[config.mk]
export PLATFORM = sky130hd
export DESIGN_NAME = qpll_relock_ctrl
export DESIGN_NICKNAME = d
export VERILOG_FILES = /design/src/rtl/qpll_relock_ctrl.sv
export SDC_FILE = /design/constraint.sdc
export NUM_CORES = 1
export LEC_CHECK = 0
export ABC_AREA = 1
export BUFFER_PORTS_ARGS = -buffer_cell sky130_fd_sc_hd__buf_2
export CORE_UTILIZATION = 40
export CTS_BUF_LIST = sky130_fd_sc_hd__clkbuf_4 sky130_fd_sc_hd__clkbuf_8 sky130_fd_sc_hd__clkbuf_16
export CTS_CLUSTER_DIAMETER = 100
export DETAILED_ROUTE_END_ITERATION = 8
export PLACE_DENSITY_LB_ADDON = 0.12
export RECOVER_POWER = 50
export SETUP_SLACK_MARGIN = 0.05
export SLEW_MARGIN = 5
export SYNTH_ARGS = -nofsm -noshare
export SYNTH_HDL_FRONTEND = slang
export SYNTH_SLANG_ARGS = --single-unit
[constraint.sdc]
create_clock -name clk_i -period 4.9 [get_ports clk_i]
set_input_delay 0 -clock clk_i [delete_from_list [all_inputs] [get_ports clk_i]]
set_output_delay 0 -clock clk_i [all_outputs]
set_load 0.005 [all_outputs]
[src/rtl/qpll_relock_ctrl.sv]
// qpll_relock_ctrl: QPLL reset/relock sequencer with lock qualification, retry limit and loss-of-lock filter
// Ports:
//   clk_i, rst_i (async, active high)
//   enable_i      sequencer enable, low forces IDLE
//   qpll_lock_i   QPLL lock (synchronous to clk_i)
//   qpll_error_i  QPLL error (synchronous to clk_i)
//   clr_fail_i    single-cycle request to leave FAIL
//   rst_qpll_o    QPLL reset, active high
//   dwn_rst_o     downstream reset hold, active high
//   locked_ok_o   high only in RUN
//   fail_o        high only in FAIL
//   retry_cnt_o   lock timeouts in the current attempt series
//   loss_cnt_o    saturating count of RUN-to-PULSE relocks
//   state_o       state code
module qpll_relock_ctrl #(
   parameter int RST_WIDTH = 40,
   parameter int LOCK_TMO  = 4000,
   parameter int SETTLE    = 1000,
   parameter int LOSS_FILT = 16,
   parameter int MAX_RETRY = 3
) (
   input  logic       clk_i,
   input  logic       rst_i,
   input  logic       enable_i,
   input  logic       qpll_lock_i,
   input  logic       qpll_error_i,
   input  logic       clr_fail_i,
   output logic       rst_qpll_o,
   output logic       dwn_rst_o,
   output logic       locked_ok_o,
   output logic       fail_o,
   output logic [2:0] retry_cnt_o,
   output logic [7:0] loss_cnt_o,
   output logic [2:0] state_o
);
   localparam int MAXC = (LOCK_TMO > SETTLE) ? ((LOCK_TMO > RST_WIDTH) ? LOCK_TMO : RST_WIDTH)
                                             : ((SETTLE > RST_WIDTH) ? SETTLE : RST_WIDTH);
   localparam int CW = $clog2(MAXC) + 1;
   localparam logic [2:0] S_IDLE   = 3'd0;
   localparam logic [2:0] S_PULSE  = 3'd1;
   localparam logic [2:0] S_WAIT   = 3'd2;
   localparam logic [2:0] S_SETTLE = 3'd3;
   localparam logic [2:0] S_RUN    = 3'd4;
   localparam logic [2:0] S_FAIL   = 3'd5;

   logic [2:0]    state_q, state_d;
   logic [CW-1:0] cnt_q, cnt_d;
   logic [2:0]    retry_q, retry_d;
   logic [7:0]    loss_q, loss_d;
   logic          rst_qpll_q, rst_qpll_d;
   logic          dwn_rst_q, dwn_rst_d;
   logic          locked_ok_q, locked_ok_d;
   logic          fail_q, fail_d;
   logic          good;
   logic [2:0]    retry_inc;

   assign good      = qpll_lock_i & ~qpll_error_i;
   assign retry_inc = retry_q + 3'd1;

   always_ff @(posedge clk_i or posedge rst_i) begin
      if (rst_i) begin
         state_q     <= S_IDLE;
         cnt_q       <= '0;
         retry_q     <= '0;
         loss_q      <= '0;
         rst_qpll_q  <= 1'b0;
         dwn_rst_q   <= 1'b1;
         locked_ok_q <= 1'b0;
         fail_q      <= 1'b0;
      end else begin
         state_q     <= state_d;
         cnt_q       <= cnt_d;
         retry_q     <= retry_d;
         loss_q      <= loss_d;
         rst_qpll_q  <= rst_qpll_d;
         dwn_rst_q   <= dwn_rst_d;
         locked_ok_q <= locked_ok_d;
         fail_q      <= fail_d;
      end
   end

   always_comb begin
      state_d = S_IDLE;
      retry_d = retry_q;
      loss_d  = loss_q;
      if (enable_i) begin
         case (state_q)
            S_IDLE:   state_d = S_PULSE;
            S_PULSE:  state_d = (cnt_q == CW'(RST_WIDTH - 1)) ? S_WAIT : S_PULSE;
            S_WAIT: begin
               // a good sample on the last timeout cycle still wins
               if (good) state_d = S_SETTLE;
               else if (cnt_q == CW'(LOCK_TMO - 1)) begin
                  retry_d = retry_inc;
                  state_d = (retry_inc >= 3'(MAX_RETRY)) ? S_FAIL : S_PULSE;
               end else state_d = S_WAIT;
            end
            S_SETTLE: state_d = !good ? S_WAIT : (cnt_q == CW'(SETTLE - 1)) ? S_RUN : S_SETTLE;
            S_RUN:    state_d = (!good && cnt_q == CW'(LOSS_FILT - 1)) ? S_PULSE : S_RUN;
            S_FAIL: begin
               state_d = clr_fail_i ? S_PULSE : S_FAIL;
               retry_d = clr_fail_i ? 3'd0 : retry_q;
            end
            default:  state_d = S_IDLE;
         endcase
      end
      if (state_d == S_RUN && state_q != S_RUN) retry_d = '0;
      if (state_q == S_RUN && state_d == S_PULSE && loss_q != 8'hFF) loss_d = loss_q + 8'd1;
      // one shared counter: cycle count in PULSE/WAIT/SETTLE, consecutive-bad count in RUN
      cnt_d = (state_d != state_q || state_q == S_IDLE || state_q == S_FAIL || (state_q == S_RUN && good))
              ? '0 : cnt_q + 1'b1;
   end

   always_comb begin
      rst_qpll_d  = state_d == S_PULSE;
      dwn_rst_d   = state_d != S_RUN;
      locked_ok_d = state_d == S_RUN;
      fail_d      = state_d == S_FAIL;
   end

   assign rst_qpll_o  = rst_qpll_q;
   assign dwn_rst_o   = dwn_rst_q;
   assign locked_ok_o = locked_ok_q;
   assign fail_o      = fail_q;
   assign retry_cnt_o = retry_q;
   assign loss_cnt_o  = loss_q;
   assign state_o     = state_q;
endmodule
==> flow_summary.yaml <==
die:
  rows: 25
  die_h_um: 72.1
  dieArea_sq_mm: 0.00520
  core-area_sq_mm: 0.00472
  die_w_um: 72.1
  ios: 24
  start_util: 0.416
critical_path:
  worst_path_most_repeated_cell: "nand2_1"
  start_kind: "flip-flop"
  r2r-end: "cnt_q[1]$_DFF_PP0_"
  regToRegSetupSlack_ps: 2640
  cp_max_fo: 13
  crit_chain: "ha_1 -> nand3_2 -> nor2_2 -> nand3_1 -> nor2_1 -> nand2_1 -> nand2_1 -> o21ai_1 -> nand2_1 -> nand2_1 -> nor3_1"
  r2r_cells: 11
  path_class: "reg -> reg"
  cp-startpoint: "cnt_q[0]$_DFF_PP0_"
  arrival_ps: 2430
  reg2reg_from: "cnt_q[0]$_DFF_PP0_"
  cp_slowest_cell: "dfrtp_1"
  required_ps: 5080
  slowest_delay_ps: 360
  endpoint_kind: "flip-flop"
cells_and_area:
  nFillCells: 488
  drive_gt1_frac: 0.241
  syn2layout_area_growth_pct: 15.0
  final_area_sq_mm: 0.00226
  finish.utilization: 0.479
  n_antenna_cell: 0
  layout_commonest_cell: "nand2_1"
  nNetsFinal: 287
  mostFrequentLayoutCells: "60 x nand2_1, 30 x dfrtp_1, 25 x nor2_1"
power_and_ir_drop:
  internal_power_uw: 435
  comb_power_share: 0.074
  total_power_uw: 565
  power_switching_uw: 130
  p_clk_frac: 0.458
  p_leak_uw: 0.00109
  ir_worst_vdd_uv: 150
  powerDensity_mw_per_mm2: 250
  pwr-share-seq: 0.468
  switching_share: 0.230
global_route:
  grt_usage: 0.170
  grt_pass1_wl_um: 6900
  grt_max_degree: 32
  grt_pass1_vias: 1481
  overflow: 0
  antenna_found_initial: 0
timing:
  skew_ps: 10.1
  slew_violations: 32
  period_minus_slack_ps: 2260
  period_share: 0.460
  hold_viol_final: 0
  setup_viol: 0
  slew_headroom: -0.119
  whs_ps: 29.6
  worstMarginPinSlew_ps: 1680
  rsz0062_at_grt: "no"
  finalSetupTns_ps: 0
  fmax_mhz: 443
logic_synthesis:
  synth_fp_nets: 258
  ys_warn_count: 0
  ys_seq_area_frac: 0.395
  avgSynthCellArea_sq_um: 7.93
  synthCells: 248
  synth_cell_types: 29
  synthesis.area_sq_mm: 0.00197
  synth-seq-cells: 31
clock_network:
  h-tree-depth: 2
  clk_pin_slew_ps: 70
  cts.sinks: 31
  clockBufferDepth: 2
  cts_tree: "built"
  cts-root-buf: "clkbuf_8"
  cts-resized-gates: 0
  clock_latency_ps: 280
  cts_buffers: 5
route:
  antenna_left: 0
  vias_per_cell: 4.75
  routed-via-count: 1640
  drc_errors: 0
  drt_pass1_iterations: 4
  drt-initial-drc-count: 93
  wl_per_cell_um: 11.5
  wl_um: 3980
place:
  hpwl_um: 2960
  gp_congestion: 0.806
  io_buffers: 23
  place_area_sq_mm: 0.00214
status:
  status: "complete, but fails checks"
  violations: "capacitance limit, slew limit"
hold_path:
  hold_depth: 3
  min-delay-start: "enable_i"
  hold_end: "state_o[1]$_DFF_PP0_"
  min_path_type: "in -> reg"
run:
  cap_violations: 1
[kinds of logic (layout without fill, tap and decap cells)]
logic type | count (synthesis) | after routing | synth area share
adders and majority gates | 4 | 4 | 0.0255
DFF | 31 | 31 | 0.395
buffers and inverters | 32 | 62 | 0.0707
AOI/OAI and AO/OA | 16 | 16 | 0.0484
xor gates and xnor gates | 12 | 12 | 0.0535
and+or+nand+nor | 153 | 153 | 0.407
[power groups by stage]
stage | clock network, uW | registers, uW | logic [uW]
after global routing | 271 | 265 | 49.2
final | 259 | 264 | 41.7
after floorplan | 0 | 269 | 33.4
after CTS | 265 | 264 | 43.5
after detailed placement | 0 | 269 | 42.6
after global placement | 0 | 269 | 42.9
[flip-flops by register name, indices dropped and copies added, names as in the netlist]
signal,count
loss_cnt_o,8
cnt_q,13
dwn_rst_o,1
retry_cnt_o,3
state_o,3
locked_ok_o,1
rst_qpll_o,1
fail_o,1
[worst max path at each step]
stage | to | slack, ps
2_1_floorplan | loss_cnt_o[6]$_DFFE_PP0P_ | 3110
3_3_place_gp | cnt_q[0]$_DFF_PP0_ | 2720
3_5_place_dp | cnt_q[1]$_DFF_PP0_ | 2660
4_1_cts | cnt_q[1]$_DFF_PP0_ | 2610
5_1_grt | cnt_q[1]$_DFF_PP0_ | 2300
6_report | cnt_q[1]$_DFF_PP0_ | 2640
[through the flow]
stage	cells	worst slack (ps)
2_1_floorplan	248	3110
3_5_place_dp	336	2660
5_1_grt	345	2300
6_report	345	2640
3_3_place_gp	336	2720
4_1_cts	345	2610
[Yosys cell counts, drive strengths merged]
cell | count | area share
nand2 | 63 | 0.12
nor2 | 35 | 0.090
dfrtp | 30 | 0.38
inv | 28 | 0.053
nand3 | 27 | 0.079
nor3 | 17 | 0.071
o21ai | 8 | 0.020
nand4 | 7 | 0.022
xor2 | 7 | 0.031
xnor2 | 5 | 0.022
a21oi | 4 | 0.010
ha | 4 | 0.025
a21boi | 3 | 0.011
buf | 3 | 0.015
nand3b | 2 | 0.014
a31oi | 1 | 0.0064
clkinv | 1 | 0.0019
dfstp | 1 | 0.013
nor4 | 1 | 0.0032
or2 | 1 | 0.0032
[layer usage]
metal	wire (um)	vias up	global-route usage
li1	-	864	-
met5	0	-	0
met3	134	2	0.0375
met1	1970	745	0.233
met4	28	0	0.0523
met2	1850	29	0.269
[cell type report]
type | count | area, sq um | share of cell area
well taps | 67 | 83.8 | 0.0371
repair buffers | 25 | 128 | 0.0564
multi-input cells | 185 | 1050 | 0.464
flip-flops and latches | 31 | 777 | 0.344
clock buffers | 7 | 83.8 | 0.0371
clock inverters | 1 | 30.0 | 0.0133
inverters | 29 | 109 | 0.0481
[worst max-delay path, delay by kind of cell (launching register included)]
kind                     cells  cell delay, ps
adder cells (fa/ha/maj)      1             260
AND/OR/NAND/NOR              9            1450
AO/OA/AOI/OAI                1              90
flip-flops                   1             360
[what timing repair did]
action / CTS / global route
buffers inserted: 0 / 0
hold buffers: 1 / 0
setup endpoints to repair: 0 / 0
hold endpoints to repair: 30 / 0
(Power assumes the default switching activity.)
